$ cat src/rtl/uart_point_frame_tx.sv
`default_nettype none
// ============================================================================
// Module      : uart_point_frame_tx
// Description : Serialises N (H,V) centroids into one UART packet
//               (START, COUNT, payload, optional CHECKSUM, END) for uart_tx.
// Revision    : 1.0 - initial release
// ============================================================================
module uart_point_frame_tx #(
    parameter int         N_POINTS    = 16,
    parameter int         COORD_W     = 16,
    parameter logic [7:0] START_BYTE  = 8'h53,
    parameter logic [7:0] END_BYTE    = 8'h45,
    parameter bit         CHECKSUM_EN = 1'b1
) (
    input  logic                         clk,
    input  logic                         reset_n,
    input  logic                         start,
    input  logic                         continuous,
    input  logic [N_POINTS*COORD_W-1:0]  points_h,
    input  logic [N_POINTS*COORD_W-1:0]  points_v,
    input  logic                         tx_active,
    input  logic                         tx_done,
    output logic                         tx_dv,
    output logic [7:0]                   tx_byte,
    output logic                         busy,
    output logic                         frame_done
);

    localparam int c_BPC       = (COORD_W + 7) / 8;
    localparam int c_CW8       = c_BPC * 8;
    localparam int c_PAY_BYTES = 2 * N_POINTS * c_BPC;
    localparam int c_PAY_W     = c_PAY_BYTES * 8;
    localparam int c_FRAME_LEN = 3 + c_PAY_BYTES + (CHECKSUM_EN ? 1 : 0);
    localparam int c_IDX_W     = $clog2(c_FRAME_LEN);

    localparam logic [c_IDX_W-1:0] c_IDX_START = c_IDX_W'(0);
    localparam logic [c_IDX_W-1:0] c_IDX_COUNT = c_IDX_W'(1);
    localparam logic [c_IDX_W-1:0] c_IDX_PAY0  = c_IDX_W'(2);
    localparam logic [c_IDX_W-1:0] c_IDX_PEND  = c_IDX_W'(2 + c_PAY_BYTES);
    localparam logic [c_IDX_W-1:0] c_IDX_LAST  = c_IDX_W'(c_FRAME_LEN - 1);
    localparam logic [7:0]         c_COUNT     = 8'(N_POINTS);

    typedef enum logic [2:0] {
        S_IDLE  = 3'd0,
        S_LOAD  = 3'd1,
        S_ISSUE = 3'd2,
        S_WAIT  = 3'd3,
        S_DONE  = 3'd4
    } state_t;

    state_t               r_state;
    state_t               w_state_nxt;
    logic                 r_pending;
    logic [c_IDX_W-1:0]   r_idx;
    logic [7:0]           r_chk;
    logic [c_PAY_W-1:0]   r_payload;
    logic [c_PAY_W-1:0]   w_payload_in;
    logic [7:0]           w_cur_byte;
    logic                 w_in_payload;
    logic                 w_in_chk_range;
    logic                 w_byte_done;

    // Payload laid out in transmission order, first byte at the MSB end
    generate
        for (genvar k = 0; k < N_POINTS; k++) begin : g_pack
            assign w_payload_in[c_PAY_W-1-(2*k)*c_CW8 -: c_CW8]   = c_CW8'(points_h[k*COORD_W +: COORD_W]);
            assign w_payload_in[c_PAY_W-1-(2*k+1)*c_CW8 -: c_CW8] = c_CW8'(points_v[k*COORD_W +: COORD_W]);
        end
    endgenerate

    assign w_in_payload   = (r_idx >= c_IDX_PAY0)  && (r_idx < c_IDX_PEND);
    assign w_in_chk_range = (r_idx >= c_IDX_COUNT) && (r_idx < c_IDX_PEND);
    assign w_byte_done    = (r_state == S_WAIT) && tx_done;

    always_comb begin
        w_cur_byte = END_BYTE;
        if (r_idx == c_IDX_START) begin
            w_cur_byte = START_BYTE;
        end else if (r_idx == c_IDX_COUNT) begin
            w_cur_byte = c_COUNT;
        end else if (w_in_payload) begin
            w_cur_byte = r_payload[c_PAY_W-1 -: 8];
        end else if (CHECKSUM_EN && (r_idx == c_IDX_PEND)) begin
            w_cur_byte = r_chk;
        end
    end

    always_comb begin
        w_state_nxt = r_state;
        tx_dv       = 1'b0;
        tx_byte     = 8'h00;
        busy        = 1'b0;
        frame_done  = 1'b0;
        case (r_state)
            S_IDLE: begin
                if (start || continuous) begin
                    w_state_nxt = S_LOAD;
                end
            end
            S_LOAD: begin
                busy        = 1'b1;
                w_state_nxt = S_ISSUE;
            end
            S_ISSUE: begin
                busy    = 1'b1;
                tx_byte = w_cur_byte;
                if (!tx_active) begin
                    tx_dv       = 1'b1;
                    w_state_nxt = S_WAIT;
                end
            end
            S_WAIT: begin
                busy    = 1'b1;
                tx_byte = w_cur_byte;
                if (tx_done) begin
                    w_state_nxt = (r_idx == c_IDX_LAST) ? S_DONE : S_ISSUE;
                end
            end
            S_DONE: begin
                frame_done  = 1'b1;
                w_state_nxt = (r_pending || start || continuous) ? S_LOAD : S_IDLE;
            end
            default: w_state_nxt = S_IDLE;
        endcase
    end

    always_ff @(posedge clk or negedge reset_n) begin
        if (!reset_n) begin
            r_state   <= S_IDLE;
            r_pending <= 1'b0;
            r_idx     <= '0;
            r_chk     <= 8'h00;
            r_payload <= '0;
        end else begin
            r_state <= w_state_nxt;
            // A START landing in DONE is consumed by the DONE->LOAD transition
            if (r_state == S_DONE) begin
                r_pending <= 1'b0;
            end else if (start && (r_state != S_IDLE)) begin
                r_pending <= 1'b1;
            end
            if (r_state == S_LOAD) begin
                r_payload <= w_payload_in;
                r_chk     <= 8'h00;
                r_idx     <= '0;
            end else if (w_byte_done) begin
                r_idx <= r_idx + c_IDX_W'(1);
                if (w_in_chk_range) begin
                    r_chk <= r_chk + w_cur_byte;
                end
                if (w_in_payload) begin
                    r_payload <= r_payload << 8;
                end
            end
        end
    end

endmodule
`default_nettype wire

$ cat config.mk
export PLATFORM = sky130hd
export DESIGN_NAME = uart_point_frame_tx
export DESIGN_NICKNAME = d
export VERILOG_FILES = /design/src/rtl/uart_point_frame_tx.sv
export SDC_FILE = /design/constraint.sdc
export NUM_CORES = 1
export LEC_CHECK = 0
export BUFFER_PORTS_ARGS = -buffer_cell sky130_fd_sc_hd__buf_4
export CAP_MARGIN = 20
export CORE_MARGIN = 10
export CORE_UTILIZATION = 46
export CTS_CLUSTER_SIZE = 25
export DETAILED_ROUTE_END_ITERATION = 10
export GPL_ROUTABILITY_DRIVEN = 0
export PLACE_DENSITY = 0.69
export SETUP_SLACK_MARGIN = 0.3
export SYNTH_ARGS = -nofsm -noshare
export SYNTH_HDL_FRONTEND = slang
export SYNTH_SLANG_ARGS = --single-unit
$ cat constraint.sdc
create_clock -name clk -period 7 [get_ports clk]
set_input_delay 1.05 -clock clk [delete_from_list [all_inputs] [get_ports clk]]
set_output_delay 1.05 -clock clk [all_outputs]
set_load 0.05 [all_outputs]
==> impl_results.rst <==
.. list-table::
   :header-rows: 1

   * - Metric
     - Value
   * - Setup skew after layout
     - 0.0222 ns
   * - Area of the multi-input gates
     - 0.00995 mm²
   * - Classification of the worst-slack hold path
     - input port to asynchronous set/reset pin
   * - Area enclosed by the die boundary
     - 0.0624 mm²
   * - Number of max-cap violations
     - 0
   * - Final hold violations
     - 0
   * - Count of clock tree sinks
     - 531
   * - Instance area at placement
     - 0.0284 mm²
   * - Maximum net fanout on the critical path
     - 12
   * - Die height
     - 250 µm
   * - Final std cell area, no fill
     - 0.0303 mm²
   * - Lkg Pwr
     - 14.2 nW
   * - Buffer levels on the longest clock path
     - 3
   * - Setup CP Type
     - flip-flop to output pin
   * - Filler cell count in the final layout
     - 4705
   * - Xor/xnor cell area share of the yosys netlist
     - 0.252%
   * - CP Launch Type
     - flip-flop
   * - Most used flip-flop cell after synthesis
     - sky130_fd_sc_hd__dfrtp_1
   * - Count of pins on the block boundary
     - 529
   * - Critical Path AT
     - 3.05 ns
   * - Highest attainable clock frequency
     - 244 MHz
   * - Portion of netlist area occupied by mux cells
     - 0.0876%
   * - Result of the run
     - complete, no violations
   * - Area of the mapped netlist
     - 0.0243 mm²
   * - Starting Density
     - 46.3%
   * - Logic depth of the worst register-to-register path
     - 10
   * - Core Rows
     - 84
   * - Fin crit share
     - 58.6%
   * - RSZ-0062 raised after global routing
     - false
   * - Combined global-route utilization of all metal layers
     - 23.1%
   * - Total congestion overflow
     - 0
   * - Combinational family with the most area after synthesis
     - simple AND/OR/NAND/NOR gates
   * - Detailed-route DRC error count
     - 0
   * - H-tree depth
     - 2
   * - Buffers added on ports
     - 528
   * - Top-area cell type share of the netlist area
     - 54.7%
   * - Number of DRC violations after detailed-routing iteration 0
     - 2155
   * - # Post-CTS Setup Buffers
     - 0
   * - Number of antenna violations at the first check in global routing
     - 6
   * - Number of buffers created by CTS
     - 57
   * - Die width
     - 250 µm
   * - Sequential area share after synthesis
     - 54.7%
   * - Hold WS
     - 0.349 ns
   * - Area inside the core boundary
     - 0.0524 mm²
   * - Clock tree from TritonCTS
     - yes
   * - Top cells by count, synth
     - 1026 x sky130_fd_sc_hd__nand2_1, 531 x sky130_fd_sc_hd__dfrtp_1, 528 x sky130_fd_sc_hd__nor2_1
   * - Antenna-violating nets left
     - 0
   * - Top-count cell post-synth
     - sky130_fd_sc_hd__nand2_1
   * - Cells resized by post-CTS repair
     - 0
   * - Detailed-router iteration count before antenna repair
     - 5
   * - Maximum number of pins on one net before global-route repair
     - 271
   * - Synth Area per Inst
     - 8.23 µm²
   * - Ys Warns
     - 0
   * - CTS hold repair buffers
     - 0
   * - Synth Area in Compound Gates
     - 14.7%
   * - Number of synthesized register bits
     - 531
   * - Final Non-Filler Cells
     - 4062
   * - Final count of negative-setup-slack endpoints
     - 0
   * - Clk pin slew, worst setup/hold paths
     - 0.06 ns
   * - Arithmetic-cell share of the synthesized area counting full adders, half adders and majority gates
     - 0.649%
   * - Final-layout setup total negative slack
     - 0 ns
   * - Total detailed-routing wirelength
     - 74900 µm
   * - Final count of pins violating max slew
     - 0
   * - Area growth syn-to-layout
     - 24.7%
   * - Via density per instance
     - 5.47
   * - Kind of end point of the critical path
     - output pin
   * - Time the final worst path needs with I/O delays and setup
     - 4.10 ns
   * - Power Dens Cells
     - 402 mW/mm²
   * - Wire length of the first global-routing pass
     - 118000 µm
   * - Critical path required time
     - 5.95 ns
   * - Yosys top cell by area
     - sky130_fd_sc_hd__dfrtp_1
   * - Slew HR
     - 28.0%
   * - Area of all sequential standard cells
     - 0.0133 mm²
   * - Placed cell count
     - 3953
   * - VDD IR-drop max
     - 0.000209 V
   * - Netlist cell types
     - 48
   * - Synth Instances
     - 2953
   * - Fraction of final layout cells sized beyond drive strength 1
     - 19.0%
   * - Number of global-route vias before repair
     - 21900
   * - Root Buffer Master
     - sky130_fd_sc_hd__clkbuf_16
   * - Average routed wire per standard cell
     - 18.4 µm
   * - Half-perimeter wire length of the detailed placement result
     - 52300 µm
   * - Net count after synthesis
     - 3483
   * - Share of flip-flops with an asynchronous set or reset after synthesis
     - 100%
   * - Top post-synthesis cells by area
     - sky130_fd_sc_hd__dfrtp_1 55%, sky130_fd_sc_hd__nand2_1 16%, sky130_fd_sc_hd__a31oi_1 13%, sky130_fd_sc_hd__nor2_1 8.2%, sky130_fd_sc_hd__buf_2 2.1%
   * - Worst-margin pin slew
     - 1.08 ns
   * - Number of enable-type register cells in the synthesized netlist
     - 0
   * - Source-to-sink clock delay at the later pin of the worst-skew pair
     - 0.61 ns
   * - Post-synthesis share of cell area spent on and, or, nand and nor gates
     - 25.1%
   * - Vias after detailed routing
     - 22200
   * - Number of nets in the layout
     - 3856
## flip-flops by register name, indices dropped and copies added, names as in the netlist
register,count
r_payload,512
r_chk,8
r_idx,7
r_state,3
r_pending,1
## path summary, 6_finish.rpt
path | start | to | slack [ns]
max | r_idx[3]$_DFFE_PN0P_ | tx_byte[4] | 2.90
min | reset_n | r_payload[441]$_DFFE_PN0P_ | 0.35
max reg2reg | r_idx[3]$_DFFE_PN0P_ | r_chk[7]$_DFFE_PN0P_ | 3.46
min reg2reg | r_payload[4]$_DFFE_PN0P_ | r_payload[4]$_DFFE_PN0P_ | 0.51
max in group asynchronous | reset_n | r_payload[127]$_DFFE_PN0P_ | 5.28
min in group clk | r_payload[4]$_DFFE_PN0P_ | r_payload[4]$_DFFE_PN0P_ | 0.51
## report_power, final
| group | internal, mW | total (mW) | switching [mW] |
|---|---|---|---|
| combinational | 1.59 | 3.79 | 2.20 |
| clock | 1.80 | 3.05 | 1.25 |
| sequential | 4.48 | 5.33 | 0.845 |
## layer usage
layer | wire length [µm] | vias up | global-route usage, %
met5 | 58 | - | 0
met4 | 2020 | 8 | 7.17
met3 | 5190 | 133 | 4.99
met2 | 36900 | 688 | 38.6
met1 | 30700 | 10800 | 29.4
li1 | - | 10600 | -
## cell type report
class                      instances  share of cell area, %
sequential                       531                   43.9
multi-input combinational       2180                   32.8
timing repair buffer             546                   14.1
clock buffer                      88                   5.46
tap                              688                   2.84
clock inverter                    17                  0.719
inverter                          10                  0.124
antenna                            2                 0.0165
## critical path: stages (launching register included)
cell                      delay, ns
sky130_fd_sc_hd__dfrtp_1       0.44
sky130_fd_sc_hd__or4_4         0.64
sky130_fd_sc_hd__or4_4         0.47
sky130_fd_sc_hd__and2_4        0.19
sky130_fd_sc_hd__a221o_1       0.37
sky130_fd_sc_hd__nor2b_4       0.13
sky130_fd_sc_hd__buf_4         0.21
## through the flow
stage	util, %	setup WS (ns)	power [mW]
floorplan	-	3.60	7.97
global placement	54.1	3.53	8.94
detailed placement	54.1	3.49	9.13
CTS	57.6	2.89	12.2
global route	57.8	2.84	13.1
finish	57.8	2.90	12.2
## cell families (layout without fill, tap and decap cells)
logic type	count (synthesis)	count (layout)
simple gates	1595	1595
fa+ha+maj	12	12
buf+inv	242	661
mux	2	2
flops	531	531
xor+xnor	7	7
other cells	0	2
compound gates	564	564
## layout by cell type, fill, tap and decap left out, types with 11 or more instances in the layout
master                         n
sky130_fd_sc_hd__dfrtp_1     531
sky130_fd_sc_hd__o21ai_0      11
sky130_fd_sc_hd__nor2_1      527
sky130_fd_sc_hd__clkbuf_16    59
sky130_fd_sc_hd__buf_4       532
sky130_fd_sc_hd__buf_12       11
sky130_fd_sc_hd__ha_1         11
sky130_fd_sc_hd__clkbuf_1     22
sky130_fd_sc_hd__a31oi_1     504
sky130_fd_sc_hd__nand2_1    1026
Power figures use the tool's default switching activity.
